### src/rtl/mem_port_arbiter.sv
// Round-robin arbiter that hands one shared memory port to one of three requesters.
// A grant ends on done, on withdrawal of the owner's request, or when the hold limit expires.
module mem_port_arbiter #(
    parameter int unsigned TIMEOUT = 15,
    parameter int unsigned CNT_W   = 4
) (
    input  logic       clk,
    input  logic       rst_n,
    input  logic [2:0] req,
    input  logic       done,
    output logic [2:0] grant,
    output logic [1:0] select,
    output logic       busy,
    output logic       timeout_err
);

    localparam logic [CNT_W-1:0] CNT_LAST = CNT_W'(TIMEOUT - 32'd1);
    localparam logic [CNT_W-1:0] CNT_MAX  = {CNT_W{1'b1}};
    localparam logic [CNT_W-1:0] CNT_ZERO = {CNT_W{1'b0}};
    localparam logic [CNT_W-1:0] CNT_ONE  = CNT_W'(32'd1);
    localparam logic [1:0]       SEL_NONE = 2'b11;
    localparam logic [1:0]       PTR_RST  = 2'd2;

    typedef enum logic {
        ST_IDLE = 1'b0,
        ST_OWN  = 1'b1
    } state_t;

    // Next requester index in round-robin order; the illegal code folds back to 0.
    function automatic logic [1:0] idx_next(input logic [1:0] idx);
        logic [1:0] nxt;
        case (idx)
            2'd0:    nxt = 2'd1;
            2'd1:    nxt = 2'd2;
            default: nxt = 2'd0;
        endcase
        return nxt;
    endfunction

    function automatic logic req_bit(input logic [2:0] r, input logic [1:0] idx);
        logic bit_v;
        case (idx)
            2'd0:    bit_v = r[0];
            2'd1:    bit_v = r[1];
            2'd2:    bit_v = r[2];
            default: bit_v = 1'b0;
        endcase
        return bit_v;
    endfunction

    function automatic logic [2:0] idx_onehot(input logic [1:0] idx);
        logic [2:0] oh;
        case (idx)
            2'd0:    oh = 3'b001;
            2'd1:    oh = 3'b010;
            2'd2:    oh = 3'b100;
            default: oh = 3'b000;
        endcase
        return oh;
    endfunction

    state_t           state_q, state_d;
    logic [2:0]       grant_q, grant_d;
    logic [1:0]       select_q, select_d;
    logic             busy_q, busy_d;
    logic             terr_q, terr_d;
    logic [CNT_W-1:0] cnt_q, cnt_d;
    logic [1:0]       ptr_q, ptr_d;

    logic [1:0]       cand1_s, cand2_s, cand3_s;
    logic [1:0]       win_idx_s;
    logic             win_valid_s;
    logic             own_req_s;

    // Round-robin winner search starting just after the last owner.
    always_comb begin
        cand1_s     = idx_next(ptr_q);
        cand2_s     = idx_next(cand1_s);
        cand3_s     = idx_next(cand2_s);
        win_idx_s   = cand3_s;
        win_valid_s = 1'b0;
        if (req_bit(req, cand1_s)) begin
            win_idx_s   = cand1_s;
            win_valid_s = 1'b1;
        end else if (req_bit(req, cand2_s)) begin
            win_idx_s   = cand2_s;
            win_valid_s = 1'b1;
        end else if (req_bit(req, cand3_s)) begin
            win_idx_s   = cand3_s;
            win_valid_s = 1'b1;
        end else begin
            win_idx_s   = cand3_s;
            win_valid_s = 1'b0;
        end
    end

    // Owner's own request; other requesters are deliberately ignored while a grant is held.
    always_comb begin
        own_req_s = req_bit(req, select_q);
    end

    // Next-state and output logic; release checks are ordered so done wins over timeout.
    always_comb begin
        state_d  = state_q;
        grant_d  = grant_q;
        select_d = select_q;
        busy_d   = busy_q;
        terr_d   = 1'b0;
        cnt_d    = cnt_q;
        ptr_d    = ptr_q;
        case (state_q)
            ST_IDLE: begin
                if (win_valid_s) begin
                    state_d  = ST_OWN;
                    grant_d  = idx_onehot(win_idx_s);
                    select_d = win_idx_s;
                    busy_d   = 1'b1;
                    cnt_d    = CNT_ZERO;
                end else begin
                    grant_d  = 3'b000;
                    select_d = SEL_NONE;
                    busy_d   = 1'b0;
                end
            end
            ST_OWN: begin
                if (done || !own_req_s || (cnt_q == CNT_LAST)) begin
                    state_d  = ST_IDLE;
                    grant_d  = 3'b000;
                    select_d = SEL_NONE;
                    busy_d   = 1'b0;
                    cnt_d    = CNT_ZERO;
                    ptr_d    = select_q;
                    terr_d   = !done && own_req_s;
                end else if (cnt_q != CNT_MAX) begin
                    cnt_d = cnt_q + CNT_ONE;
                end else begin
                    cnt_d = cnt_q;
                end
            end
            default: begin
                state_d  = ST_IDLE;
                grant_d  = 3'b000;
                select_d = SEL_NONE;
                busy_d   = 1'b0;
                cnt_d    = CNT_ZERO;
                ptr_d    = PTR_RST;
            end
        endcase
    end

    // State and output registers; reset leaves requester 0 with first priority.
    always_ff @(posedge clk or negedge rst_n) begin
        if (!rst_n) begin
            state_q  <= ST_IDLE;
            grant_q  <= 3'b000;
            select_q <= SEL_NONE;
            busy_q   <= 1'b0;
            terr_q   <= 1'b0;
            cnt_q    <= CNT_ZERO;
            ptr_q    <= PTR_RST;
        end else begin
            state_q  <= state_d;
            grant_q  <= grant_d;
            select_q <= select_d;
            busy_q   <= busy_d;
            terr_q   <= terr_d;
            cnt_q    <= cnt_d;
            ptr_q    <= ptr_d;
        end
    end

    assign grant       = grant_q;
    assign select      = select_q;
    assign busy        = busy_q;
    assign timeout_err = terr_q;

endmodule

### config.mk
export PLATFORM = sky130hd
export DESIGN_NAME = mem_port_arbiter
export DESIGN_NICKNAME = d
export VERILOG_FILES = /design/src/rtl/mem_port_arbiter.sv
export SDC_FILE = /design/constraint.sdc
export NUM_CORES = 1
export LEC_CHECK = 0
export CAP_MARGIN = 30
export CORE_MARGIN = 5
export CORE_UTILIZATION = 48
export CTS_BUF_LIST = sky130_fd_sc_hd__clkbuf_4
export CTS_CLUSTER_SIZE = 10
export DETAILED_ROUTE_END_ITERATION = 6
export GPL_TIMING_DRIVEN = 1
export PLACE_DENSITY = 0.75
export SETUP_SLACK_MARGIN = 0.3
export SYNTH_ARGS = -nofsm -noshare
export SYNTH_HDL_FRONTEND = slang
export SYNTH_SLANG_ARGS = --single-unit
### constraint.sdc
create_clock -name clk -period 1.55 [get_ports clk]
set_input_delay 0.465 -clock clk [delete_from_list [all_inputs] [get_ports clk]]
set_output_delay 0.465 -clock clk [all_outputs]
set_load 0.005 [all_outputs]
Yosys cells after proc, flatten, opt, wreduce, memory -nomap -nowiden. Index checks and enable logic that the tools add are counted.

Flip-flop bits (word level): 14. Latch bits: 0. Memory bits (writable): 0. Word-level logic and storage cells: 71. Output and inout bits: 7. Input port bits: 6. ROM bits: 0. Memories: 0.

Reduce and logical (&&, ||, !) cells: 13. Magnitude comparators: 0. Divide/modulo/power cells: 0. Equality and inequality tests: 16. $mul: 0. Multiplexer cells: 33. Bitwise gates (word level): 1. Shift-type cells: 0. Add/subtract/negate cells: 1.

Operators by type and width (count): case mux 2 bit (2 select lines) (4); == test 2 x 1 -> 1 bit, second input constant (6); zero test 2 bit (6); 2-to-1 mux 4 bit (3); case mux 1 bit (3 select lines) (4); 2-to-1 mux 1 bit (11); == test 2 bit, second input constant (5); case mux 3 bit (3 select lines) (1); 2-to-1 mux 2 bit (4); case mux 4 bit (2 select lines) (1); 2-to-1 mux 3 bit (2); case mux 3 bit (2 select lines) (1); adder 4 x 1 -> 4 bit, second input constant (1); == test 4 bit, second input constant (1); inequality test 4 bit, second input constant (1); case mux 1 bit (2 select lines) (2); AND reduction 2 bit (2); inequality test 3 x 1 -> 1 bit, second input constant (1); zero test 1 bit (2); logical OR 1 bit (2); inequality test 2 x 1 -> 1 bit, second input constant (1); inequality test 2 bit, second input constant (1); logical AND 1 bit (1); inverter 1 bit (1).

Logic depth before layout (Yosys ltp). Gate-level depths: netlist of run 1.

Depth after elaboration: 15. Gate-level depth with buffers: 6.

Least setup slack after synthesis of run 1. Ideal clock, no wire load.

Path kind: reg2reg. From: register cnt_q[0]. To: register cnt_q[0]. Path buffers: 0. Stages on the path, launching flop included: 7. Library setup time: 0.066 ns. Slack: -0.012 ns. Period minus slack after synthesis: 1.562 ns. Data arrival time: 1.496 ns. Path through: dfrtp_1 inv_1 ha_1 and3_2 nand2b_1 o31ai_1 a22o_1.

Longest elaborated chain between the ends: 4.

Ends and longest elaborated chain: start: declaration (RTL line 67) `logic [CNT_W-1:0] cnt_q, cnt_d;`; start signal: assignment (RTL line 167) `cnt_q <= cnt_d;`; adder 4 x 1 -> 4 bit / == test 4 bit (equally long branches) (RTL line 135, 126); 2-to-1 mux 4 bit / logical OR 1 bit (equally long branches) (RTL line 134, 126); 2-to-1 mux 4 bit / inequality test 3 x 1 -> 1 bit (equally long branches); case mux 4 bit (2 select lines) / AND reduction 2 bit (equally long branches).

Several ways; a longest one is shown, not always the timed one. The select of a mux whose other input is x is not followed. A chain may end at the register's enable or synchronous reset.

Final worst setup path of run 1.
From: register select_q[1], in the netlist select[1]. To: register ptr_q[0].

Longest elaborated chain between the ends: 6.

Ends and longest elaborated chain: start: declaration (RTL line 64) `logic [1:0] select_q, select_d;`; start signal: assignment (RTL line 164) `select_q <= select_d;`; == test 2 bit, or another cell as far along (RTL line 42) `case (idx)`; case mux 1 bit (3 select lines) * (RTL line 42); zero test 1 bit * (RTL line 126) `if (done || !own_req_s || (cnt_q == CNT_LAST)) begin`; logical OR 1 bit * (2 in a row) (RTL line 126); AND reduction 2 bit (no line) *; end signal: assignment (RTL line 168) `ptr_q <= ptr_d;`; end: declaration (RTL line 68) `logic [1:0] ptr_q, ptr_d;`.

Mark *: on every way between the ends. The rest lies on a longest branch, timed or not.

==> results of run 1 <==
[worst max-delay path: stages (launching register included)]
cell	delay [ns]
dfstp_2	0.55
buf_6	0.11
nand2_4	0.06
o22a_4	0.24
o31ai_4	0.28
mux2_4	0.33
[final cells by class]
type	instances	area [um2]	share of cell area (%)
Clock buffer	4	30.0	2.43
Inverter	4	15.0	1.21
Multi-Input combinational cell	53	510	41.3
Sequential cell	14	354	28.6
Tap cell	16	20.0	1.62
Timing Repair Buffer	37	308	24.9
[per-stage QoR]
step	hold WS [ns]	setup TNS, ns	instances
finish	0.471	-1.02	128
floorplan	0.169	0	71
global placement	0.477	-4.68	114
CTS	0.498	-0.610	124
global route	0.475	-1.73	128
detailed placement	0.483	-5.17	114
[how the worst max path moves through the flow]
| stage | cells after the start | startpoint | endpoint |
|---|---|---|---|
| 2_1_floorplan | 4 | select[0] | ptr_q[0] |
| 3_5_place_dp | 5 | done | busy |
| 4_1_cts | 5 | select[0] | ptr_q[0] |
| 6_report | 5 | select[1] | ptr_q[0] |
| 3_3_place_gp | 5 | done | busy |
| 5_1_grt | 5 | select[1] | ptr_q[0] |
[report_power, final]
| part | switching [mW] | leakage (nW) | internal (mW) | total, mW |
|---|---|---|---|---|
| clock network | 0.131 | 0.0184 | 0.118 | 0.249 |
| logic | 0.486 | 0.392 | 0.612 | 1.10 |
| registers | 0.123 | 0.175 | 0.497 | 0.621 |
| total | 0.740 | 0.585 | 1.23 | 1.97 |
[kinds of logic after synthesis]
group	count (synthesis)	share of synthesized area (%)
buffers and inverters	4	2.00
adder cells (fa/ha/maj)	2	3.33
AND/OR/NAND/NOR	28	19.8
AO/OA/AOI/OAI	19	22.0
multiplexers	4	5.67
flip-flops	14	47.2
[registers in the layout, summed over array words and instances, names as in the netlist]
register     cells
cnt_q            4
ptr_q            2
timeout_err      1
grant            3
busy             1
select           2
state_q          1
[routing by layer]
metal	global-route usage [%]	share of wire (%)	vias to the layer above
met5	0	0	-
met3	3.61	4.1	10
met2	32.2	49	34
li1	-	-	350
met4	12.2	2.3	0
met1	28.0	45	406
[cell usage in the layout, fill, tap and decap left out, types with 2 or more instances in the layout]
master / n
nor3_2: 2
inv_1: 4
a22o_1: 2
buf_2: 5
o31ai_4: 2
a21oi_1: 2
mux2_4: 2
nand3_1: 3
dfstp_2: 3
a21o_1: 2
buf_4: 17
nor2_1: 7
clkbuf_4: 4
a32o_1: 3
dfrtp_1: 11
dlygate4sd2_1: 5
buf_6: 9
[repair_timing]
action / in CTS / in global routing
pin swaps: 4 / 5
buffers inserted: 6 / 4
gates cloned: 0 / 0
gates resized for setup: 38 / 12
endpoints found under the setup margin: 21 / 21
endpoints found under the hold margin: 0 / 0
==> summary.md, run 1 <==
| Metric | Value |
|---|---|
| Worst Setup End Kind | `flip-flop` |
| Pre-Repair DR Iteration Count | `4` |
| Synth cell count leaders | `dfrtp_1, nor2_1, inv_1, nor3_1` |
| Clk_skew | `0.0123 ns` |
| DR WL/cell | `20.1 um` |
| Clock Tree Root | `clkbuf_4` |
| Grt ovf | `0` |
| Layout Nets | `121` |
| PnR worst setup slack | `-0.137 ns` |
| Later-pin clock latency in the skew report | `0.29 ns` |
| Yosys reg bits | `14` |
| Final setup vio count | `13` |
| Core ar. | `1490 um2` |
| Pre-CTS setup slack | `-0.450 ns` |
| Fillers | `74` |
| Synth top area cells | `dfrtp_1, dfstp_2, nor2_1` |
| Worst setup SP type | `flip-flop` |
| Synthesis Warnings | `0` |
| Final WL | `2580 um` |
| Req. time, crit path | `1.72 ns` |
| Largest net degree at the start of global routing | `15` |
| DIE AREA | `2450 um2` |
| Syn nets | `79` |
| Reg2reg path depth | `5` |
| Synthesis-to-layout area growth | `64.8%` |
| First-pass GRT wire length | `3950 um` |
| Status | `finished, violations left` |
| Rows | `14` |
| FFs w/ async S/R, synth | `100%` |
| Initial antenna violation count | `0` |
| Clk sink count | `14` |
| Routed vias/inst | `6.25` |
| Hold-fix buffers, CTS | `0` |
| Vias in the first global route | `775` |
| Most common cell in the synthesized netlist | `dfrtp_1` |
| FF-to-FF End | `ptr_q[0]` |
| CTS Buf Count | `3` |
| Total power | `1.97 mW` |
| Post-Synthesis Cell Area | `751 um2` |
| Relative slew margins | `76.1%` |
| Yosys top cell by area | `dfrtp_1` |
| DRT antenna net count | `0` |
| Sequential fraction of the synthesis area | `47.2%` |
| Total track usage | `21.2%` |
| Synth Instances | `71` |
| Die width | `49.5 um` |
| FMAX | `593 MHz` |
| Initial core utilization | `50.4%` |
| PortBufs | `12` |
| Final min period | `1.69 ns` |
| Final Hold Viols | `0` |
| Failing checks | `setup timing` |
| Slew @ Worst Pin | `0.359 ns` |
| Crit Path Class | `flip-flop to flip-flop` |
| Pwr dens | `1590 nW/um2` |
| RSZ-0062 raised after global routing | `true` |
| Vias | `800` |
| Layout cells sized above 1 | `50.9%` |
| Clock transition at the registers of the reported paths | `0.10 ns` |
| Drt initial violations | `18` |
| Leak | `0.585 nW` |
| Top cell type's share of synthesized area | `36.7%` |
| IO Count | `13` |
| Area after DPL | `1060 um2` |
| Worst Hold Class | `input pin to asynchronous set/reset pin` |
| Post-synth EDFFs | `0` |
| Hpwl dp | `1430 um` |
| Reg2reg setup slack | `-0.14 ns` |
| Crit path DAT | `1.86 ns` |
| Die Ht | `49.5 um` |
| CP max FO | `3` |
| Number of buffers on the longest clock path | `2` |
| Max cap viols | `0` |
| TritonCTS clock tree | `done` |
| CTS H-tree depth | `1` |
| Antenna cells | `0` |
| Worst reg2reg path startpoint | `select[1]` |
| Max Slew Vio Count | `0` |
| Residual DRC | `0` |
| Ys flop type | `dfrtp_1` |
| RD Place Congestion | `0.825` |
| Final period util | `109%` |
| Mapped Avg Cell Area | `10.6 um2` |
| Final instance area | `1240 um2` |
| Peak supply drop | `1050 uV` |
| Post-layout util | `83.1%` |
| Yosys cell types | `33` |
No activity file was read; power rests on OpenSTA's default activity.
==> run 2, diff against run 1 <==
CTS_BUF_LIST = sky130_fd_sc_hd__clkbuf_8   (was sky130_fd_sc_hd__clkbuf_4)
HOLD_SLACK_MARGIN = 0.1   (was not set)
==> run 2 against run 1 <==
Effect of this change:
- the run still ends with setup timing left
- via count shrank 13%
- clock skew shrank 0.0054 ns
- utilization shrank 1.8 points
- global-route usage shrank 2.4 points
- wire length shrank 15%
- critical path depth is the same
- flip-flop and latch count is the same
- first-iteration DRC count grew 22%
- total power shrank 2.5%
- count of clock-buffer cells in the layout shrank 1
- sequential share of layout area grew 0.62 points
- non-clock buffer count shrank 3
- largest cell class unchanged
- highest routed layer unchanged
==> summary.md, run 2 (synthesized netlist as in run 1, its figures left out) <==
| Metric | Value |
|---|---|
| Vias | `696` |
| Core ar. | `1490 um2` |
| FMAX | `598 MHz` |
| Layout Nets | `118` |
| Failing checks | `setup timing` |
| Hpwl dp | `1430 um` |
| Most frequent cells in the layout | `buf_4, dfrtp_1, nor2_1, buf_6, buf_2` |
| Inst Count DP | `114` |
| Slew @ Worst Pin | `0.335 ns` |
| Grt ovf | `0` |
| Footprint of the multi-input gates | `500 um2` |
| Residual DRC | `0` |
| Clock transition at the registers of the reported paths | `0.06 ns` |
| Drt initial violations | `22` |
| Crit path DAT | `1.84 ns` |
| Leak | `0.570 nW` |
| RD Place Congestion | `0.825` |
| Hold-fix buffers, CTS | `0` |
| CP max FO | `3` |
| Total power | `1.92 mW` |
| Area after DPL | `1060 um2` |
| Relative slew margins | `77.4%` |
| RSZ-0062 raised after global routing | `true` |
| Later-pin clock latency in the skew report | `0.25 ns` |
| Final min period | `1.67 ns` |
| IO Count | `13` |
| Req. time, crit path | `1.72 ns` |
| Number of buffers on the longest clock path | `2` |
| Reg2reg path depth | `5` |
| Origin of the worst setup path | `select[0]` |
| Peak supply drop | `1010 uV` |
| Layout cells sized above 1 | `52.3%` |
| Pre-Repair DR Iteration Count | `4` |
| Pwr dens | `1580 nW/um2` |
| Register Area | `354 um2` |
| Final std cells w/o fill | `126` |
| Initial antenna violation count | `0` |
| Most flop-heavy register | `cnt_q` |
| Final instance area | `1210 um2` |
| TritonCTS clock tree | `done` |
| Min-delay src | `grant[1]` |
| CTS H-tree depth | `1` |
| Final period util | `108%` |
| Clk sink count | `14` |
| Fillers | `81` |
| Setup TNS Final | `-0.815 ns` |
| Max Slew Vio Count | `0` |
| Largest net degree at the start of global routing | `15` |
| PortBufs | `12` |
| Rows | `14` |
| Final setup vio count | `11` |
| Worst hold stages | `1` |
| CTS Buf Count | `3` |
| Final Hold Viols | `0` |
| Routed vias/inst | `5.52` |
| Synthesis-to-layout area growth | `61.3%` |
| DIE AREA | `2450 um2` |
| Worst Hold Class | `flip-flop to flip-flop` |
| Crit-path slowest cell | `dfstp_2` |
| PnR worst setup slack | `-0.121 ns` |
| Worst reg2reg path startpoint | `select[0]` |
| Final WL | `2200 um` |
| Most common cell after layout, fill and taps aside | `buf_4` |
| Initial core utilization | `50.4%` |
| First-pass GRT wire length | `3570 um` |
| Worst Setup End Kind | `flip-flop` |
| Clock Tree Root | `clkbuf_8` |
| CP cell instances | `buf_6, mux2i_4, o22a_2, o31ai_4, mux2_2` |
| CP peak stage delay | `0.53 ns` |
| Crit Path Class | `flip-flop to flip-flop` |
| Status | `finished, violations left` |
| Max cap viols | `0` |
| Clk_skew | `0.00682 ns` |
| Die Ht | `49.5 um` |
| DRT antenna net count | `0` |
| Vias in the first global route | `724` |
| Max reg flops | `4` |
| Worst setup SP type | `flip-flop` |
| DR WL/cell | `17.4 um` |
| Post-layout util | `81.3%` |
| Die width | `49.5 um` |
| Total track usage | `18.8%` |
==> run 2: layout make-up <==
type,instances,area share (%)
repair buffers,34,22.6
diodes,1,0.207
well taps,16,1.65
inverters,4,1.24
clock inverters,1,0.310
clock buffers,3,3.41
multi-input cells,53,41.3
flip-flops and latches,14,29.2
==> run 2: worst max-delay path, delay by kind of cell, from the launching register on <==
kind	cells	cell delay [ns]
DFF	1	0.53
AOI/OAI and AO/OA	2	0.51
buffers and inverters	1	0.11
muxes	2	0.45
==> run 2: where the power goes <==
part	leakage [nW]	switching [mW]	total [mW]	internal [mW]
sequential	0.175	0.114	0.612	0.498
clock	0.0269	0.133	0.308	0.175
combinational	0.368	0.442	0.998	0.556
==> run 2: path summary, 6_finish.rpt <==
| check | to | slack, ns |
|---|---|---|
| setup / recovery | ptr_q[1] | -0.12 |
| hold / removal | grant[1] | 0.50 |
| setup reg to reg | ptr_q[1] | -0.12 |
| hold reg to reg | grant[1] | 0.50 |
| max in group asynchronous | ptr_q[1] | 0.75 |
| min in group asynchronous | busy | 0.55 |
==> run 2: metal layers <==
metal / vias up / routed length [um] / track usage (%)
met1: 332 / 998 / 25.1
met2: 15 / 1110 / 28.8
met4: 0 / 14 / 8.30
met3: 2 / 69 / 4.22
met5: - / 0 / 0
li1: 347 / - / -
==> run 2: through the flow <==
step	setup WS (ns)	hold slack (ns)
3_5_place_dp	-0.450	0.483
3_3_place_gp	-0.417	0.477
6_report	-0.121	0.498
5_1_grt	-0.156	0.538
4_1_cts	-0.108	0.492
2_1_floorplan	0.0177	0.169
==> run 2: timing repair <==
item | CTS | global route
setup endpoints to repair | 21 | 17
gates resized for setup | 38 | 13
buffers inserted | 6 | 1
hold endpoints to repair | 0 | 0
pin swaps | 3 | 4
==> patch 1 (flow settings as in run 2) <==
Change the parameter `CNT_W` from 4 to 6.
--- a/src/rtl/mem_port_arbiter.sv
+++ b/src/rtl/mem_port_arbiter.sv
@@ -4,3 +4,3 @@
     parameter int unsigned TIMEOUT = 15,
-    parameter int unsigned CNT_W   = 4
+    parameter int unsigned CNT_W   = 6
 ) (
Formal check against the unedited RTL: same outputs for any inputs over 10 cycles, from zero or initial values and one cycle with rst_n low; that may be too few to reach the edited logic, so the function may still have changed.
==> patch 1 against run 2 <==
  * The run still ends with negative setup slack left
  * Critical path depth increased by 1
  * Sequential cell count increased by 2
  * Combinational power decreased by 6.4%
  * Power increased by 2.8%
  * Area after synthesis increased by 16%
  * Core utilization decreased by 1.9 points
  * Fmax increased by 0.35%
  * Routed wire length increased by 16%
  * Worst setup slack improved by 5.8 ps
  * Design area increased by 13%
  * Largest power group unchanged
==> patch 1: results (changes against run 2) <==
----------------------------------------------------
[Global route]
  Met2 track demand over resource ... 38.6% (+9.8 points)
  Largest net degree at the start of global routing ... 17 (+2)
  Via count of the first global-routing pass ... 886 (+22%)
  Met1 routing resource usage after global routing ... 22.7% (-2.5 points)
  Met3 Use GR ... 3.70% (-0.51 points)

[Placed design]
  Setup WS pre-CTS ... -582 ps (-132 ps)
  Dpl cell area ... 1230 sq um (+15%)
  Detailed placement HPWL ... 1670 um (+17%)

[Power]
  Total leakage power ... 0.652 nW (+14%)
  VDD IR max ... 0.000781 V (-22%)

[Cells and area]
  Flip-flop count of the largest register after layout ... 6 (+2)
  Total inserted antenna cells ... 0 (-1)
  Non-filler instance count after layout ... 158 (+25%)

[Setup path]
  Family with the most delay on the worst path ... compound AO/OA/AOI/OAI gates
  Worst Path Arrival ... 1860 ps (+20 ps)

[Run status]
  Status ... finished with violations
  Failing checks ... negative setup slack

[STA]
  Slew at the pin closest to its max-slew limit ... 387 ps (+51.9 ps)
  Setup total negative slack ... -818 ps (-3.00 ps)
  Final setup vio count ... 12 (+1)
  Final worst hold slack ... 481 ps (-17.3 ps)
  Post-route setup slack ... -115 ps (+5.77 ps)
  Worst clock skew ... 6.34 ps (-0.486 ps)

[Synthesis]
  Seq/Total Area, Yosys ... 46.6% (-0.56 points)
  Netlist cell types ... 39 (+18%)
  Commonest cells in the synthesized netlist ... 13 x dfrtp_1, 11 x nand2_1, 5 x a21oi_1, 5 x nand3_1, 5 x o21ai_0
  Leading register cell type out of synthesis ... dfrtp_1
  Cell types occupying the most area after synthesis ... dfrtp_1 38%, dfstp_2 9.1%, nand2_1 4.8%
  Mapped Nets ... 94 (+19%)
  Post-synthesis area per instance ... 10.1 sq um (-4.6%)

[Route]
  Routed wirelength normalized by instance count ... 16.1 um (-7.6%)

----------------------------------------------------
patch 1: power groups by stage:
stage	registers, mW	clock network [mW]	logic (mW)
2_1_floorplan	0.670	0	0.343
3_3_place_gp	0.649	0	0.752
3_5_place_dp	0.654	0	0.773
4_1_cts	0.646	0.377	0.809
5_1_grt	0.671	0.401	1.00
6_report	0.662	0.375	0.934
patch 1: kinds of logic after synthesis:
family	count (synthesis)	synth area share, %
compound gates	23	19.5
xor+xnor	1	1.01
fa+ha+maj	2	2.89
buf+inv	6	3.61
flops	16	46.6
mux	2	2.31
simple gates	36	24.1
patch 1: cell type report:
type / instances / area, sq um / share of cell area (%)
multi-input cells: 64 / 519 / 37.8
well taps: 25 / 31.3 / 2.28
clock buffers: 4 / 55.1 / 4.01
inverters: 4 / 15.0 / 1.09
repair buffers: 45 / 348 / 25.3
flip-flops and latches: 16 / 404 / 29.4
patch 1: worst paths after layout:
check | start | end | cells past startpoint
max | select[0] | busy | 6
min | busy | busy | 1
max reg2reg | select[0] | busy | 6
min reg2reg | busy | busy | 1
max in group asynchronous | rst_n | ptr_q[1] | 2
min in group asynchronous | rst_n | ptr_q[0] | 2
patch 1: per-layer routing:
| layer | share of wire [%] | routed length, um | up-vias |
|---|---|---|---|
| li1 | - | - | 408 |
| met1 | 42 | 1080 | 422 |
| met2 | 53 | 1350 | 25 |
| met3 | 3.1 | 78 | 6 |
| met4 | 1.5 | 38 | 0 |
| met5 | 0 | 0 | - |
patch 1: timing repair:
item	4_1_cts	5_1_grt
setup endpoints to repair	23	20
setup buffers	2	2
pin swaps	10	2
resized for setup	47	11
==> patch 2 (config.mk and constraints of run 2) <==
Without the edit above. Reset style: synchronous (`rst_n`), changed in one clocked block.
--- a/src/rtl/mem_port_arbiter.sv
+++ b/src/rtl/mem_port_arbiter.sv
@@ -151,3 +151,3 @@
     // State and output registers; reset leaves requester 0 with first priority.
-    always_ff @(posedge clk or negedge rst_n) begin
+    always_ff @(posedge clk) begin
         if (!rst_n) begin
Behaviour: differs if rst_n is asserted again (counterexample within 4 cycles, from zero or initial values and one cycle with rst_n low); with rst_n held inactive, the same outputs for 10 cycles.
==> patch 2 against run 2 <==
  * The flow still finishes with violations (negative setup slack)
  * Cell count grew 2.4%
  * Non-clock buffer count down 7
  * Global-route usage rose by 1.5 points
  * Via count grew 18%
  * Synthesized cell count rose by 20%
  * Routed wire length up 10%
  * Sequential cell count stayed put
  * Sequential share of layout area decreased by 4.6 points
  * Worst setup slack improved by 120 ps
  * Area after synthesis fell by 0.17%
  * Critical path depth grew 1
  * Design area decreased by 2.4%
  * Critical path type unchanged
  * Largest cell class unchanged
Power is not compared: it rests on default switching activity, and its combinational part moved more than twofold at a synthesized area within 25%.
==> patch 2: results (changes against run 2) <==
----------------------------------------------------
[Setup path]
  Family with the most delay on the worst path ... simple AND/OR/NAND/NOR gates
  Maximum fanout along the worst path ... 4 (+1)
  Worst Path Arrival ... 1750 ps (-90 ps)
  Biggest cell delay along the critical path ... 350 ps (-180 ps)
  Number of cell instances on the worst register-to-register path ... 6 (+1)
  Cell with the largest stage delay on the worst path ... dfxtp_2

[Run status]
  Failing checks ... negative setup slack
  Status ... finished with violations

[STA]
  Final setup vio count ... 1 (-10)
  Slew at the pin closest to its max-slew limit ... 308 ps (-27.2 ps)
  Setup total negative slack ... -5.29 ps (+809 ps)
  Post-route setup slack ... -5.29 ps (+116 ps)
  Final worst hold slack ... 492 ps (-6.02 ps)

[Route]
  Overall via count from detail_route ... 819 (+18%)
  DR pass1 iterations ... 6 (+2)

[Clock network]
  # Post-CTS Setup Buffers ... 3 (-3)

[Global route]
  First-pass GRT wire length ... 3860 um (+8.3%)
  Total GRT Usage ... 20.3% (+1.5 points)
  Largest net degree at the start of global routing ... 11 (-4)

[Synthesis]
  Cell types occupying the most area after synthesis ... dfxtp_1 37%, mux2i_1 5.3%, nor4_1 5.0%
  Mapped Nets ... 93 (+18%)
  Proportion of register bits with asynchronous set or reset after synthesis ... 0% (-100 points)
  Commonest cells in the synthesized netlist ... 14 x dfxtp_1, 7 x nand2_1, 6 x inv_1, 6 x nor2_1, 6 x nor4_1
  Post-synthesis area per instance ... 8.82 sq um (-17%)
  Netlist cell types ... 35 (+6.1%)
  Seq/Total Area, Yosys ... 37.4% (-9.8 points)

[Placed design]
  Setup WS pre-CTS ... -573 ps (-123 ps)
  Last weighted congestion value of the routability-driven placer ... 0.830 (+0.62%)

[Cells and area]
  Fill cell total of the finished layout ... 93 (+15%)
  Non-filler instance count after layout ... 129 (+2.4%)
  Total inserted antenna cells ... 0 (-1)

----------------------------------------------------
## patch 2: cell types whose count changed after synthesis, moves of 3 or more
cell / before / now
dfrtp_1: 11 / 0
nor2_1: 9 / 6
nor4_1: 1 / 6
dfstp_2: 3 / 0
dfxtp_1: 0 / 14
nand2_1: 1 / 7
## patch 2: kinds of logic (layout without fill, tap and decap cells)
group | after synthesis | count (layout) | share of synthesized area, %
buffers and inverters | 10 | 37 | 6.18
muxes | 5 | 5 | 6.84
and+or+nand+nor | 36 | 36 | 27.9
adders and majority gates | 2 | 2 | 3.34
AOI/OAI and AO/OA | 18 | 19 | 18.4
DFF | 14 | 14 | 37.4
## patch 2: layout make-up
| cell class | count | area (sq um) | area share, % |
|---|---|---|---|
| Clock buffer | 4 | 55.1 | 4.66 |
| Inverter | 6 | 22.5 | 1.90 |
| Multi-Input combinational cell | 62 | 572 | 48.4 |
| Sequential cell | 14 | 292 | 24.7 |
| Tap cell | 16 | 20.0 | 1.69 |
| Timing Repair Buffer | 27 | 221 | 18.7 |
## patch 2: metal layers
metal | GRT usage [%] | share of wire (%) | vias to the layer above
met4 | 10.0 | 2.9 | 0
met1 | 24.7 | 43 | 397
met2 | 33.3 | 48 | 35
met3 | 4.82 | 5.9 | 9
met5 | 0 | 0 | -
li1 | - | - | 378
## patch 2: power by group through the flow
| stage | logic (mW) | registers (mW) | clock network [mW] |
|---|---|---|---|
| 4_1_cts | 0.164 | 0.398 | 0.368 |
| 5_1_grt | 0.206 | 0.406 | 0.393 |
| 3_5_place_dp | 0.147 | 0.404 | 0 |
| 6_report | 0.191 | 0.404 | 0.365 |
| 2_1_floorplan | 0.0739 | 0.399 | 0 |
| 3_3_place_gp | 0.143 | 0.404 | 0 |
